===== src/rtl/clock_divider_prog.sv =====
// Programmable clock divider: toggle (50% duty) or pulse output, with a
// shadowed divisor/mode load that takes effect at a terminal count.
module clock_divider_prog #(
    parameter int unsigned WIDTH       = 32,
    parameter int unsigned DEFAULT_DIV = 9000000
) (
    input  logic             clk,
    input  logic             reset,
    input  logic             en,
    input  logic             clr,
    input  logic [WIDTH-1:0] div_in,
    input  logic             div_load,
    input  logic             mode_in,
    output logic             sclk,
    output logic             tick,
    output logic             load_ack
);

    typedef enum logic {
        MODE_TOGGLE = 1'b0,
        MODE_PULSE  = 1'b1
    } mode_e;

    logic [WIDTH-1:0] count_q, count_d;
    logic [WIDTH-1:0] div_q, div_d;
    logic [WIDTH-1:0] shadow_div_q, shadow_div_d;
    mode_e            mode_q, mode_d;
    mode_e            shadow_mode_q, shadow_mode_d;
    logic             pend_q, pend_d;
    logic             sclk_q, sclk_d;
    logic             tick_q, tick_d;
    logic             ack_q, ack_d;

    logic             terminal;
    logic             apply;
    logic             eff_pend;

    // A div_load in the current cycle is treated as already pending, so a
    // load coincident with a terminal (or with en=0) applies at this edge.
    always_comb begin
        shadow_div_d  = div_load ? div_in : shadow_div_q;
        shadow_mode_d = div_load ? mode_e'(mode_in) : shadow_mode_q;
        eff_pend      = pend_q | div_load;
        terminal      = en && !clr && (count_q == div_q);
        apply         = eff_pend && !clr && (terminal || !en);

        count_d = count_q;
        div_d   = div_q;
        mode_d  = mode_q;
        pend_d  = eff_pend;
        sclk_d  = sclk_q;
        tick_d  = 1'b0;
        ack_d   = 1'b0;

        if (clr) begin
            count_d = '0;
            sclk_d  = 1'b0;
        end else begin
            if (terminal) begin
                count_d = '0;
                tick_d  = 1'b1;
            end else if (en) begin
                count_d = count_q + WIDTH'(1);
            end

            if (apply) begin
                div_d  = shadow_div_d;
                mode_d = shadow_mode_d;
                pend_d = 1'b0;
                ack_d  = 1'b1;
                if (!terminal && (count_q > shadow_div_d)) begin
                    count_d = '0;
                end
            end

            if (mode_d == MODE_PULSE) begin
                sclk_d = tick_d;
            end else if (apply && (mode_q == MODE_PULSE)) begin
                sclk_d = 1'b0;
            end else if (terminal) begin
                sclk_d = ~sclk_q;
            end
        end
    end

    always_ff @(posedge clk or negedge reset) begin
        if (!reset) begin
            count_q       <= '0;
            div_q         <= WIDTH'(DEFAULT_DIV);
            mode_q        <= MODE_TOGGLE;
            shadow_div_q  <= '0;
            shadow_mode_q <= MODE_TOGGLE;
            pend_q        <= 1'b0;
            sclk_q        <= 1'b0;
            tick_q        <= 1'b0;
            ack_q         <= 1'b0;
        end else begin
            count_q       <= count_d;
            div_q         <= div_d;
            mode_q        <= mode_d;
            shadow_div_q  <= shadow_div_d;
            shadow_mode_q <= shadow_mode_d;
            pend_q        <= pend_d;
            sclk_q        <= sclk_d;
            tick_q        <= tick_d;
            ack_q         <= ack_d;
        end
    end

    assign sclk     = sclk_q;
    assign tick     = tick_q;
    assign load_ack = ack_q;

endmodule


===== config.mk =====
export PLATFORM = sky130hd
export DESIGN_NAME = clock_divider_prog
export DESIGN_NICKNAME = d
export VERILOG_FILES = /design/src/rtl/clock_divider_prog.sv
export SDC_FILE = /design/constraint.sdc
export NUM_CORES = 1
export LEC_CHECK = 0
export BUFFER_PORTS_ARGS = -buffer_cell sky130_fd_sc_hd__buf_4
export CAP_MARGIN = 10
export CORE_ASPECT_RATIO = 1.2
export CORE_MARGIN = 2
export CORE_UTILIZATION = 50
export CTS_BUF_LIST = sky130_fd_sc_hd__clkbuf_4
export CTS_CLUSTER_SIZE = 12
export DETAILED_ROUTE_END_ITERATION = 10
export PLACE_DENSITY = 0.71
export SYNTH_ARGS = -nofsm -noshare
export SYNTH_HDL_FRONTEND = slang
export SYNTH_SLANG_ARGS = --single-unit

===== constraint.sdc =====
create_clock -name clk -period 2.25 [get_ports clk]
set_input_delay 0.225 -clock clk [delete_from_list [all_inputs] [get_ports clk]]
set_output_delay 0.225 -clock clk [all_outputs]
set_load 0.03 [all_outputs]

==> flow_summary_export.csv <==
group,metric,value,unit
min_path,min_path_type,"input pin to flip-flop",
grt,overflow,0,
power,internal_power,3152,uW
min_path,hold_path_startpoint,"div_in[21]",
route,route.antenna.remaining_nets,0,
critical_path,critPathCaptureType,"flip-flop",
critical_path,setup.worst_path.start,"shadow_div_q[19]",
finish,layout.core_utilization,70.11,%
route,dr_total_vias,4189,
sta,max_freq,0.3743,GHz
power,max-vdd-ir-drop,0.0004044,V
synthesis,synth_enable_flop_cells,0,
power,power-per-cell-area,574.8,nW/um^2
floorplan,design.die.area,11900,um^2
clock_network,clk-insertion-delay-late,0.47,ns
critical_path,worst-setup-path-type,"flip-flop to flip-flop",
critical_path,crit_top_cell,"sky130_fd_sc_hd__buf_6",
synthesis,synth-warning-count,0,
finish,syn2layout_area_growth,38.18,%
critical_path,critical_path.startpoint_type,"flip-flop",
sta,worstMarginPinSlew,0.4431,ns
grt,grt.total_usage,24.81,%
power,p_sw_share,28.11,%
floorplan,io_pins,41,
power,leakagePower,0.003501,uW
floorplan,die_w,99.91,um
placed_design,pre_cts_ws,-0.5869,ns
critical_path,crit_path_cell_trace,"mux2_4 -> inv_2 -> ha_4 -> a21oi_2 -> o21ai_2 -> a221o_1 -> a2111oi_4 -> buf_4 -> a221oi_4 -> buf_6 -> buf_6 -> nor3_2",
sta,slew_violations,0,
route,wl_per_cell,19.42,um
clock_network,clk_pin_slew_worst_paths,0.16,ns
status,outcome,"complete, but fails checks",
finish,final-instance-count-excl-fill,743,
synthesis,yosys_register_bits,102,
synthesis,synth-async-reset-ratio,100.0,%
sta,grt_setup_unrepaired,"true",
route,drtIter0Drc,268,
critical_path,crit_reg_reg_startpoint,"shadow_div_q[19]",
synthesis,synthesis.instances,481,
power,power_frac_comb,24.7,%
grt,grt_first_pass_wirelength,22790,um
flow_run,max_cap_viol_count,0,
synthesis,synth.top_cell.area_share,43.07,%
synthesis,area_of_the_mapped_netlist,5519,um^2
sta,timing.final.setup_violations,65,
route,finalWirelength,14430,um
synthesis,post_synthesis_area_per_instance,11.47,um^2
critical_path,critPathMaxFanout,6,
finish,final_nets,677,
placed_design,buffers_added_on_ports,40,
synthesis,portion_of_the_post_synthesis_area_used_by_sequential_elements,46.41,%
placed_design,gp_routability_congestion,0.8338,
clock_network,cts_tree,"yes",
floorplan,initial_core_utilization,50.74,%
clock_network,cts_made_buffers,9,
synthesis,post_synth_num_cell_types,44,
synthesis,synthTopCellsByArea,"sky130_fd_sc_hd__dfrtp_1, sky130_fd_sc_hd__mux2_2, sky130_fd_sc_hd__ha_1, sky130_fd_sc_hd__xnor2_1, sky130_fd_sc_hd__xor2_1",
sta,timing.final.crit_share,118.7,%
clock_network,cts_sinks,102,
synthesis,yosysTopAreaCell,"sky130_fd_sc_hd__dfrtp_1",
synthesis,synth_nets,552,
clock_network,cts-root-to-sink-buffers,2,
route,drcViolationCount,0,
placed_design,placed_cells,706,
grt,number_of_antenna_violations_at_the_first_check_in_global_routing,0,
route,drt_pass1_iterations,4,
placed_design,detailed_place_hpwl,9322,um
clock_network,h-tree-depth,3,
sta,slew_headroom,70.46,%
synthesis,top_flip_flop_cell_by_instance_count_after_synthesis,"sky130_fd_sc_hd__dfrtp_1",
floorplan,std_cell_rows,42,
power,seq_power_share,51.1,%
sta,layout_min_cycle_time,2.672,ns
clock_network,clock-root-buffer,"sky130_fd_sc_hd__clkbuf_4",
sta,maximum_clock_skew_at_final_layout,0.02649,ns
grt,first_global_vias,4539,
power,share_clk_of_total_power,24.1,%
power,netSwitchingPower,1232,uW
finish,drive_above_1_share,49.43,%
critical_path,cp_slowest_cell,"sky130_fd_sc_hd__dfrtp_1",
sta,timing_hold_violations_final,0,
route,detail_route.vias_per_cell,5.638,
floorplan,die_h,119.1,um
grt,grt_max_degree,72,
critical_path,crit_arrival,3.07,ns
sta,postLayoutSetupSlackWorst,-0.4216,ns
critical_path,slowest_stage_delay_on_critical_path,0.39,ns
critical_path,crit_required,2.65,ns
finish,antennaDiodeCount,0,
status,violations_in_the_final_reports,"setup timing",
floorplan,floorplan.core_area,10880,um^2
## state kept, by name (all words and copies together), names as in the netlist
name / count
count_q: 32
div_q: 32
load_ack: 1
mode_q: 1
pend_q: 1
sclk: 1
shadow_div_q: 32
shadow_mode_q: 1
tick: 1
## metrics by stage
stage / setup TNS, ns / power (uW) / hold WS [ns] / instance area, um^2
2_1_floorplan: -7.916 / 2719 / -0.07059 / 5787
3_3_place_gp: -18.71 / 3033 / 0.1822 / 6681
3_5_place_dp: -18.93 / 3067 / 0.1982 / 6681
4_1_cts: -12.06 / 4326 / 0.004020 / 7391
5_1_grt: -19.66 / 4576 / 0.004709 / 7626
6_report: -13.36 / 4384 / 0.009659 / 7626
## final timing paths
path	to	slack (ns)	cells past startpoint
worst min register to register	shadow_div_q[27]	0.53	1
min in group asynchronous	shadow_div_q[19]	0.21	2
worst max-delay path	count_q[19]	-0.42	12
worst min-delay path	shadow_div_q[21]	0.01	2
worst max register to register	count_q[19]	-0.42	12
max in group asynchronous	count_q[10]	1.27	3
## metal layers
layer	wire (um)	track usage (%)	vias up
li1	-	-	1945
met5	0	0	-
met2	7378	42.36	118
met3	543	3.580	37
met4	507	10.45	0
met1	6002	31.38	2089
## worst max-delay path, delay by kind of cell (launching register included)
family	cells	cell delay (ns)
flops	1	0.39
compound gates	5	0.98
mux	1	0.28
buf+inv	4	0.53
simple gates	1	0.21
fa+ha+maj	1	0.20
## power by group through the flow
stage | registers, uW | clock network, uW | logic (uW)
2_1_floorplan | 2180 | 0 | 535
3_3_place_gp | 2220 | 0 | 811
3_5_place_dp | 2230 | 0 | 834
4_1_cts | 2220 | 1080 | 1020
5_1_grt | 2270 | 1140 | 1170
6_report | 2240 | 1060 | 1080
## timing repair
item | in CTS | in global routing
hold buffers | 2 | 0
endpoints found under the hold margin | 27 | 0
pin swaps | 9 | 17
gates resized for setup | 72 | 44
cloned | 5 | 1
setup buffers | 11 | 7
endpoints found under the setup margin | 65 | 65
## final cells by class
class	count	area (um^2)
clock buffer	10	75.07
clock inverter	6	77.57
fill	745	3252
inverter	36	137.6
multi-input combinational	325	3406
sequential	102	2561
tap	132	165.2
timing repair buffer	132	1204
## cells in the mapped netlist (4+ instances only)
cell and count:
sky130_fd_sc_hd__a21oi_1 14, sky130_fd_sc_hd__and3_1 5, sky130_fd_sc_hd__and4_1 5, sky130_fd_sc_hd__buf_2 4, sky130_fd_sc_hd__buf_6 7, sky130_fd_sc_hd__clkbuf_1 5
sky130_fd_sc_hd__dfrtp_1 95, sky130_fd_sc_hd__dfstp_2 7, sky130_fd_sc_hd__ha_1 33, sky130_fd_sc_hd__inv_1 36, sky130_fd_sc_hd__mux2_2 62, sky130_fd_sc_hd__nand2_1 18
sky130_fd_sc_hd__nand3_1 11, sky130_fd_sc_hd__nand4_1 28, sky130_fd_sc_hd__nor2_1 12, sky130_fd_sc_hd__nor2b_1 5, sky130_fd_sc_hd__nor3_1 26, sky130_fd_sc_hd__nor3_2 7
sky130_fd_sc_hd__o21ai_0 5, sky130_fd_sc_hd__xnor2_1 39, sky130_fd_sc_hd__xor2_1 23
## layout by cell type, fill, tap and decap left out, types with 5 or more instances in the layout
master                     instances
sky130_fd_sc_hd__buf_4           105
sky130_fd_sc_hd__dfrtp_1          95
sky130_fd_sc_hd__mux2_4           43
sky130_fd_sc_hd__nand4_1          28
sky130_fd_sc_hd__nor3_2           27
sky130_fd_sc_hd__inv_1            24
sky130_fd_sc_hd__xor2_1           23
sky130_fd_sc_hd__xnor2_1          22
sky130_fd_sc_hd__mux2_2           21
sky130_fd_sc_hd__ha_1             21
sky130_fd_sc_hd__nand2_1          16
sky130_fd_sc_hd__buf_6            14
sky130_fd_sc_hd__a21oi_1          12
sky130_fd_sc_hd__nor2_1           12
sky130_fd_sc_hd__xnor2_2          12
sky130_fd_sc_hd__ha_4             12
sky130_fd_sc_hd__inv_2            11
sky130_fd_sc_hd__nand3_1          11
sky130_fd_sc_hd__clkbuf_4         10
sky130_fd_sc_hd__dfstp_2           7
sky130_fd_sc_hd__buf_12            7
sky130_fd_sc_hd__nor3_1            6
sky130_fd_sc_hd__nor2b_1           5
sky130_fd_sc_hd__xnor2_4           5
sky130_fd_sc_hd__and3_1            5
## cell families (layout without fill, tap and decap cells)
family,Yosys count,in the layout,share of synthesized area [%]
AOI/OAI and AO/OA,33,33,4.217
muxes,67,67,13.60
adders and majority gates,33,33,7.481
DFF,102,102,46.41
and+or+nand+nor,130,130,13.74
xor gates and xnor gates,62,62,9.839
buffers and inverters,54,184,4.716
No activity file was read; power rests on OpenSTA's default activity.
